<file path="src/rtl/lab5_pkg.sv">
// Shared definitions for the lab5 summation datapath.
// Holds default geometry, the scheduler state encoding and the
// requester indices used by the two-way arbiter.
package lab5_pkg;
  localparam int DEPTH = 8;
  localparam int AW    = 3;
  localparam int DW    = 8;

  typedef enum logic [1:0] {IDLE, SUM, DRAIN, DONE} state_t;

  // bit positions in the arbiter request/grant vectors
  localparam logic REQ_HOST = 1'b0;
  localparam logic REQ_SEQ  = 1'b1;
endpackage

</file>
<file path="src/rtl/mem_sum_sched_rr_arb2.sv">
// rr_arb2: two-input round-robin arbiter.
// Ports:
//   clk, rst  - clock, synchronous active-low reset
//   req[1:0]  - requests, indexed by REQ_HOST / REQ_SEQ
//   gnt[1:0]  - one-hot (or zero) combinational grant
// A lone requester always wins. On contention the priority holder wins
// and priority passes to the other side; without contention it stays.
module rr_arb2
  import lab5_pkg::*;
(
  input  logic       clk,
  input  logic       rst,
  input  logic [1:0] req,
  output logic [1:0] gnt
);
  logic pri;  // index of the side holding priority

  always_comb begin
    gnt = req;
    if (req == 2'b11) begin
      gnt      = 2'b00;
      gnt[pri] = 1'b1;
    end
  end

  always_ff @(posedge clk) begin
    if (!rst)               pri <= REQ_HOST;
    else if (req == 2'b11)  pri <= ~pri;
  end
endmodule

</file>
<file path="src/rtl/mem_sum_sched.sv">
// mem_sum_sched: owns the DEPTH x DW scratch memory and shares its single
// port between the host and a summation sequencer under round-robin
// arbitration.
// Ports:
//   clk, rst                  - clock, synchronous active-low reset
//   host_req/we/addr/din      - host access; held stable until host_gnt
//   host_gnt                  - combinational grant
//   host_dout, host_dvalid    - read data, valid the cycle after a granted read
//   start, base, len          - launch a wrap-around summation of len entries
//   busy, done, ans, ovf      - status, completion pulse, result, carry flag
// Optional build macro: SUM_SATURATE_EN - ans clamps at 2^DW-1 instead of
// wrapping; ovf behaves the same either way.
module mem_sum_sched
  import lab5_pkg::*;
#(
  parameter int DEPTH = lab5_pkg::DEPTH,
  parameter int AW    = lab5_pkg::AW,
  parameter int DW    = lab5_pkg::DW
) (
  input  logic          clk,
  input  logic          rst,
  input  logic          host_req,
  input  logic          host_we,
  input  logic [AW-1:0] host_addr,
  input  logic [DW-1:0] host_din,
  output logic          host_gnt,
  output logic [DW-1:0] host_dout,
  output logic          host_dvalid,
  input  logic          start,
  input  logic [AW-1:0] base,
  input  logic [AW:0]   len,
  output logic          busy,
  output logic          done,
  output logic [DW-1:0] ans,
  output logic          ovf
);
  localparam logic [AW:0] LEN_MAX = (AW+1)'(DEPTH);

  state_t        state;
  logic [DW-1:0] mem [DEPTH];
  logic [DW-1:0] rd_q;
  logic [AW-1:0] base_q;
  logic [AW:0]   len_q, issued;
  logic [DW-1:0] acc, acc_nxt;
  logic          acc_ovf;
  logic          seq_vld;  // rd_q holds sequencer data this cycle
  logic [1:0]    req, gnt;
  logic          seq_win;
  logic [AW-1:0] seq_addr, port_addr;
  logic [DW:0]   sum;

  // gate requests during reset so no grant is visible while rst is low
  always_comb begin
    req           = 2'b00;
    req[REQ_HOST] = rst & host_req;
    req[REQ_SEQ]  = rst & (state == SUM) & (issued < len_q);
  end

  rr_arb2 u_arb (.clk(clk), .rst(rst), .req(req), .gnt(gnt));

  assign host_gnt  = gnt[REQ_HOST];
  assign seq_win   = gnt[REQ_SEQ];
  assign seq_addr  = base_q + issued[AW-1:0];  // wraps mod DEPTH
  assign port_addr = seq_win ? seq_addr : host_addr;
  assign host_dout = rd_q;
  assign busy      = (state != IDLE);

  always_comb begin
    sum = {1'b0, acc} + {1'b0, rd_q};
`ifdef SUM_SATURATE_EN
    acc_nxt = sum[DW] ? '1 : sum[DW-1:0];
`else
    acc_nxt = sum[DW-1:0];
`endif
  end

  always_ff @(posedge clk) begin
    if (!rst) begin
      state       <= IDLE;
      for (int i = 0; i < DEPTH; i++) mem[i] <= '0;
      rd_q        <= '0;
      base_q      <= '0;
      len_q       <= '0;
      issued      <= '0;
      acc         <= '0;
      acc_ovf     <= 1'b0;
      seq_vld     <= 1'b0;
      host_dvalid <= 1'b0;
      ans         <= '0;
      ovf         <= 1'b0;
      done        <= 1'b0;
    end else begin
      host_dvalid <= host_gnt & ~host_we;
      seq_vld     <= seq_win;
      done        <= 1'b0;

      if (host_gnt && host_we)   mem[host_addr] <= host_din;
      else if (gnt != 2'b00)     rd_q <= mem[port_addr];

      if (seq_vld) begin
        acc <= acc_nxt;
        if (sum[DW]) acc_ovf <= 1'b1;
      end

      case (state)
        IDLE: if (start) begin
          base_q  <= base;
          len_q   <= (len > LEN_MAX) ? LEN_MAX : len;
          issued  <= '0;
          acc     <= '0;
          acc_ovf <= 1'b0;
          state   <= (len == '0) ? DONE : SUM;
        end
        SUM: if (seq_win) begin
          issued <= issued + 1'b1;
          if (issued + 1'b1 == len_q) state <= DRAIN;
        end
        // the last read's data is folded in at the edge leaving DRAIN
        DRAIN: if (seq_vld) state <= DONE;
        DONE: begin
          ans   <= acc;
          ovf   <= acc_ovf;
          done  <= 1'b1;
          state <= IDLE;
        end
        default: state <= IDLE;
      endcase
    end
  end
endmodule

</file>
<file path="config.mk">
export PLATFORM = sky130hd
export DESIGN_NAME = mem_sum_sched
export DESIGN_NICKNAME = d
export VERILOG_FILES = /design/src/rtl/lab5_pkg.sv /design/src/rtl/mem_sum_sched_rr_arb2.sv /design/src/rtl/mem_sum_sched.sv
export SDC_FILE = /design/constraint.sdc
export NUM_CORES = 1
export LEC_CHECK = 0
export BUFFER_PORTS_ARGS = -buffer_cell sky130_fd_sc_hd__clkbuf_2
export CAP_MARGIN = 20
export CORE_MARGIN = 10
export CORE_UTILIZATION = 40
export CTS_CLUSTER_SIZE = 25
export DETAILED_ROUTE_END_ITERATION = 8
export SYNTH_ARGS = -nofsm -noshare
export SYNTH_HDL_FRONTEND = slang
export SYNTH_HIERARCHICAL = 1
export SYNTH_SLANG_ARGS = --single-unit
</file>
<file path="constraint.sdc">
create_clock -name clk -period 6.9 [get_ports clk]
set_clock_uncertainty 0.05 [all_clocks]
set_input_delay 1.38 -clock clk [delete_from_list [all_inputs] [get_ports clk]]
set_output_delay 1.38 -clock clk [all_outputs]
set_load 0.1 [all_outputs]
</file>
Word level (Yosys, flattened, before mapping)
Memories as Yosys holds them, arrays and structs flattened. A register that Yosys moved wholly into a read port is not among the register bits.
Cells that the tools add are included.
{ "word_totals": {"romBits": 0, "out_inout_bits": 21, "ram_bits": 64, "register_bits": 35, "wordCells": 78, "mem_count": 1, "latch_bits": 0, "in_bits": 23} }
{ "classes": {"multipliers": 0, "n_eq_ne": 9, "shifts": 0, "mux": 29, "n_bitwise": 7, "order_cmp": 4, "div": 0, "n_reduce_logical": 13, "addsub": 3} }
{ "memory_table": {"columns": ["memory", "words", "word_bits", "rd", "rd_clocked_by_memory_dff", "write_ports", "line", "text"], "rows": [
  ["mem", 8, 8, 1, 1, 8, "mem_sum_sched.sv:40", "logic [DW-1:0] mem [DEPTH];"]
]} }
{ "ops": {"columns": ["operator", "n"], "rows": [
  ["$mux W8", 4],
  ["$mux W2", 6],
  ["$mux W4", 3],
  ["$mux W1", 11],
  ["$add A8 B8 Y9", 1],
  ["$pmux W2 S4", 1],
  ["$pmux W4 S2", 1],
  ["$reduce_or A8 Y1", 1],
  ["$eq A2 B2 Y1 const B", 3],
  ["$mux W3", 2],
  ["$ne A2 B2 Y1 const B", 3],
  ["$reduce_bool A2 Y1", 3],
  ["$add A4 B1 Y4 const B", 1],
  ["$and A1 B1 Y1", 4],
  ["$eq A4 B4 Y1", 1],
  ["$gt A4 B4 Y1 const B", 1],
  ["$logic_not A4 Y1", 1],
  ["$lt A4 B4 Y1", 1],
  ["$reduce_and A2 Y1", 2],
  ["$reduce_and A4 Y1", 1],
  ["$add A3 B3 Y3", 1],
  ["$not A1 Y1", 3],
  ["$reduce_and A3 Y1", 1],
  ["$eq A2 B1 Y1 const B", 1],
  ["7 further kinds", 8]
]} }

Longest topological paths before layout
{ "depth": {"ltp_word": 11, "mapped_depth": 13, "ltp_nobuf": 11} }

Cells and area by module
The synthesis kept the hierarchy.
{ "modules_own_cells": {"columns": ["module", "seq_area_each_um2", "area_per_inst_um2", "instances", "cells_each"], "rows": [
  ["mem_sum_sched", 2762.6, 5133.7, 1, 419],
  ["rr_arb2", 20.0, 62.6, 1, 8]
]} }

Worst setup path before layout
No wires, ideal clock.
{ "synth_path": {"path_kind": "in2reg", "start": "input port rst", "end": "memory mem[3][0] (enable)", "setup_time_ns": 0.384, "stages": 5, "slack_ns": 0.801, "arrival_time_ns": 5.665, "n_path_buf": 1, "t_required_ns": 6.466, "path_cell_list": "clkbuf_1 > and4b_1 > a21boi_0 > nand4_1 > o21ai_0"} }
{ "synth_lines": {"columns": ["item", "line", "text"], "rows": [
  ["start: declaration", "mem_sum_sched.sv:21", "input logic rst,"],
  ["end: declaration", "mem_sum_sched.sv:40", null]
]} }

Worst setup path after layout
{ "layout_path": {"start": "input port rst", "end": "output port host_gnt"} }
{ "layout_between": {"elab_chain_cells": 4, "word_cells_on_any_way": 5, "classes_between": "eq/ne (1); mux (1); bitwise (3)"} }
{ "layout_rtl": {"columns": ["item", "line", "text"], "rows": [
  ["$and A1 B1 Y1 (2 in series)", "mem_sum_sched.sv:56", "req[REQ_SEQ] = rst & (state == SUM) & (issued < len_q);"],
  ["named net req[1]", "mem_sum_sched.sv:47", "logic [1:0] req, gnt;"],
  ["$eq A2 B2 Y1", "mem_sum_sched_rr_arb2.sv:20", "if (req == 2'b11) begin"],
  ["$mux W2", "mem_sum_sched_rr_arb2.sv:20", null],
  ["end: declaration", "mem_sum_sched.sv:26", "output logic host_gnt,"]
]} }
The timed path passes the listed nets, and every way through them passes these cells.

==> impl_metrics.py <==
metrics = {
    "floorplan": {
        "fp.coreArea_um2": 12670,
        "num_rows": 41,
        "chipWidth_um": 134.0,
        "die_h_um": 134.0,
        "initial_core_util_pct": 41.01,
        "io_pins": 44,
        "die_area_um2": 17950,
    },
    "cells_and_area": {
        "drive_gt1_share_pct": 18.50,
        "mostFrequentLayoutCells": "and2_1 (69), edfxtp_1 (64), dfxtp_1 (43), clkbuf_2 (43), nand2_1 (25)",
        "synthToLayoutAreaGrowth_pct": 13.70,
        "final_util_pct": 46.63,
        "nets": 520,
        "fin_area_um2": 5908,
        "layout_commonest_cell": "and2_1",
        "layout.cells.non_filler": 653,
        "antenna_cells": 0,
        "fillers": 1170,
    },
    "routing": {
        "wl_met1_mm": 4.930,
        "vias_per_cell": 5.110,
        "dr.pass1.iters": 4,
        "drt_iter0_markers": 178,
        "num_vias": 3337,
        "met2_wirelength_mm": 5.721,
        "top_layer": "met4",
        "wire_per_inst_um": 17.70,
        "postRouteWirelength_mm": 11.56,
        "wl_met3_um": 777,
        "ant_nets": 0,
        "drc": 0,
    },
    "global_routing": {
        "globalRoute.totalOverflow": 0,
        "grt_max_degree": 51,
        "grt_pass1_vias": 3404,
        "grt_pass1_wl_mm": 18.84,
        "grt_usage_pct": 13.46,
        "grt_antenna_before_repair": 0,
    },
    "placement": {
        "dp_hpwl_mm": 8.459,
        "post-place-ws_ps": 2066,
        "port_buffers": 43,
        "gp_congestion": 0.7935,
        "dp_cells": 637,
        "dpl_cell_area_um2": 5622,
    },
    "synth": {
        "synth-edff-count": 64,
        "syn_area_um2": 5196,
        "synth_nets": 471,
        "ys_ff_latch": 107,
        "syn_inst": 427,
        "yosys_warnings": 6,
        "ys_async_sr_fraction_pct": 0,
        "yosysUniqueCellTypes": 53,
        "synth_flop_cell": "edfxtp_1",
        "seq_area_frac_synth_pct": 53.55,
        "syn_area_per_cell_um2": 12.17,
    },
    "setup_path": {
        "cp-start-kind": "input port",
        "critPathArrivalTime_ps": 3390,
        "critPathMaxFanout": 50,
        "required_ps": 5470,
        "worstSetupPathType": "in2out",
        "cp-end-kind": "output port",
    },
    "sta": {
        "finalCritPeriodShare_pct": 69.92,
        "max_freq_mhz": 207.3,
        "hold_viol": 0,
        "fin_setup_tns_ps": 0,
        "timing.hold.ws_ps": 416.9,
        "layout_setup_ws_ps": 2076,
        "setup_viol": 0,
        "worst_slew_margin_rel_pct": 40.13,
        "slew_violations": 0,
        "tightest_slew_ps": 879.2,
        "finalCriticalPeriod_ps": 4824,
        "rsz0062_at_grt": "no",
    },
    "power_and_ir_drop": {
        "p_sw_share_pct": 30.83,
        "seqPwrFrac_pct": 48.0,
        "leakagePower_nw": 2.239,
        "p_comb_share_pct": 19.8,
        "finalPower_mw": 1.546,
        "p_clk_share_pct": 32.1,
        "power_density_nw_per_um2": 261.6,
        "p_sw_mw": 0.4765,
        "ir_drop_mv": 0.1386,
        "internal_power_mw": 1.069,
    },
    "clock_tree": {
        "tritoncts": "built",
        "clock_path_buffers": 2,
        "clock_latency_ps": 350,
        "cts_hold_buf": 0,
        "path_clk_slew_ps": 70,
        "ctsResizeCount": 0,
        "postCtsSetupBuffers": 0,
        "cts_made_buffers": 9,
        "cts_sinks": 107,
        "htreeDepth": 3,
        "cts_root_buf": "clkbuf_16",
    },
    "flow_run": {
        "maxCapViolCount": 0,
    },
    "hold_path": {
        "hold_path.class": "reg2reg",
    },
    "status": {
        "outcome": "finished clean",
    },
}
state kept, by name (all words and copies together), names as in the netlist:
signal and cells:
mem 64, acc 8, ans 8, host_dout 8, issued 4, len_q 4, base_q 3, state 2
acc_ovf 1, done 1, host_dvalid 1, ovf 1, seq_vld 1, u_arb/pri 1
power by group through the flow:
stage | logic [mW] | registers (mW) | clock network [mW]
after floorplan | 0.198 | 0.787 | 0
after global placement | 0.301 | 0.758 | 0
after detailed placement | 0.306 | 0.757 | 0
after CTS | 0.309 | 0.743 | 0.507
after global routing | 0.338 | 0.748 | 0.538
final | 0.307 | 0.742 | 0.497
synth_stat cells (2+ instances only):
library cell   n  area share (%)
o21ai_0       15             1.4
mux2i_1       23             4.4
nor2b_1       17             2.0
a21oi_1       18             1.7
nand2b_1       5            0.60
nor4_1         2            0.24
nand4_1        2            0.24
o21ai_1        8            0.77
and3_1         2            0.24
nor3_1         7            0.67
inv_1          8            0.58
a211oi_1       2            0.29
edfxtp_1      64              37
nor3b_1        4            0.58
mux4_2        16             6.9
fa_1           2            0.77
nor2_1        16             1.2
a21boi_1       6            0.87
xnor2_1        6             1.0
nand3_1        7            0.67
xor2_1         2            0.34
a2111o_1       2            0.43
mux2i_2        2            0.53
clkbuf_1       9            0.65
a21boi_0       2            0.29
and2_1        69             8.3
dfxtp_1       43              17
ha_1          19             4.6
nand2_1       25             1.8
routing by layer:
layer / GRT usage (%) / up-vias
met5: 0 / -
met4: 3.628 / 0
met3: 3.734 / 15
met2: 23.21 / 89
met1: 16.11 / 1585
li1: - / 1648
critical path, cell delays in order:
cell	delay, ps
clkbuf_2	470
and4b_1	460
a21boi_0	510
clkbuf_2	570
layout make-up:
type | instances | area, µm² | area share, %
Multi-Input combinational cell | 298 | 2318 | 39.24
Clock inverter | 7 | 61.31 | 1.038
Sequential cell | 107 | 2783 | 47.10
Timing Repair Buffer | 50 | 267.8 | 4.532
Inverter | 10 | 37.54 | 0.6353
Tap cell | 172 | 215.2 | 3.643
Clock buffer | 9 | 225.2 | 3.812
kinds of logic after synthesis:
logic type / Yosys count / share of synthesized area (%)
buffers and inverters: 22 / 1.830
adders and majority gates: 21 / 5.346
xor gates and xnor gates: 9 / 1.662
muxes: 43 / 12.55
DFF: 107 / 53.55
AOI/OAI and AO/OA: 64 / 7.657
and+or+nand+nor: 161 / 17.41
path summary, 6_finish.rpt:
kind | to | startpoint | depth (start not counted) | slack [ps]
worst max-delay path | host_gnt | rst | 4 | 2080
worst min register to register | base_q[0]$_SDFFE_PN0P_ | base_q[0]$_SDFFE_PN0P_ | 2 | 420
worst min-delay path | base_q[0]$_SDFFE_PN0P_ | base_q[0]$_SDFFE_PN0P_ | 2 | 420
worst max register to register | mem[0][1]$_SDFFCE_PN0P_ | len_q[1]$_SDFFE_PN0P_ | 10 | 3240
Power figures use the tool's default switching activity.
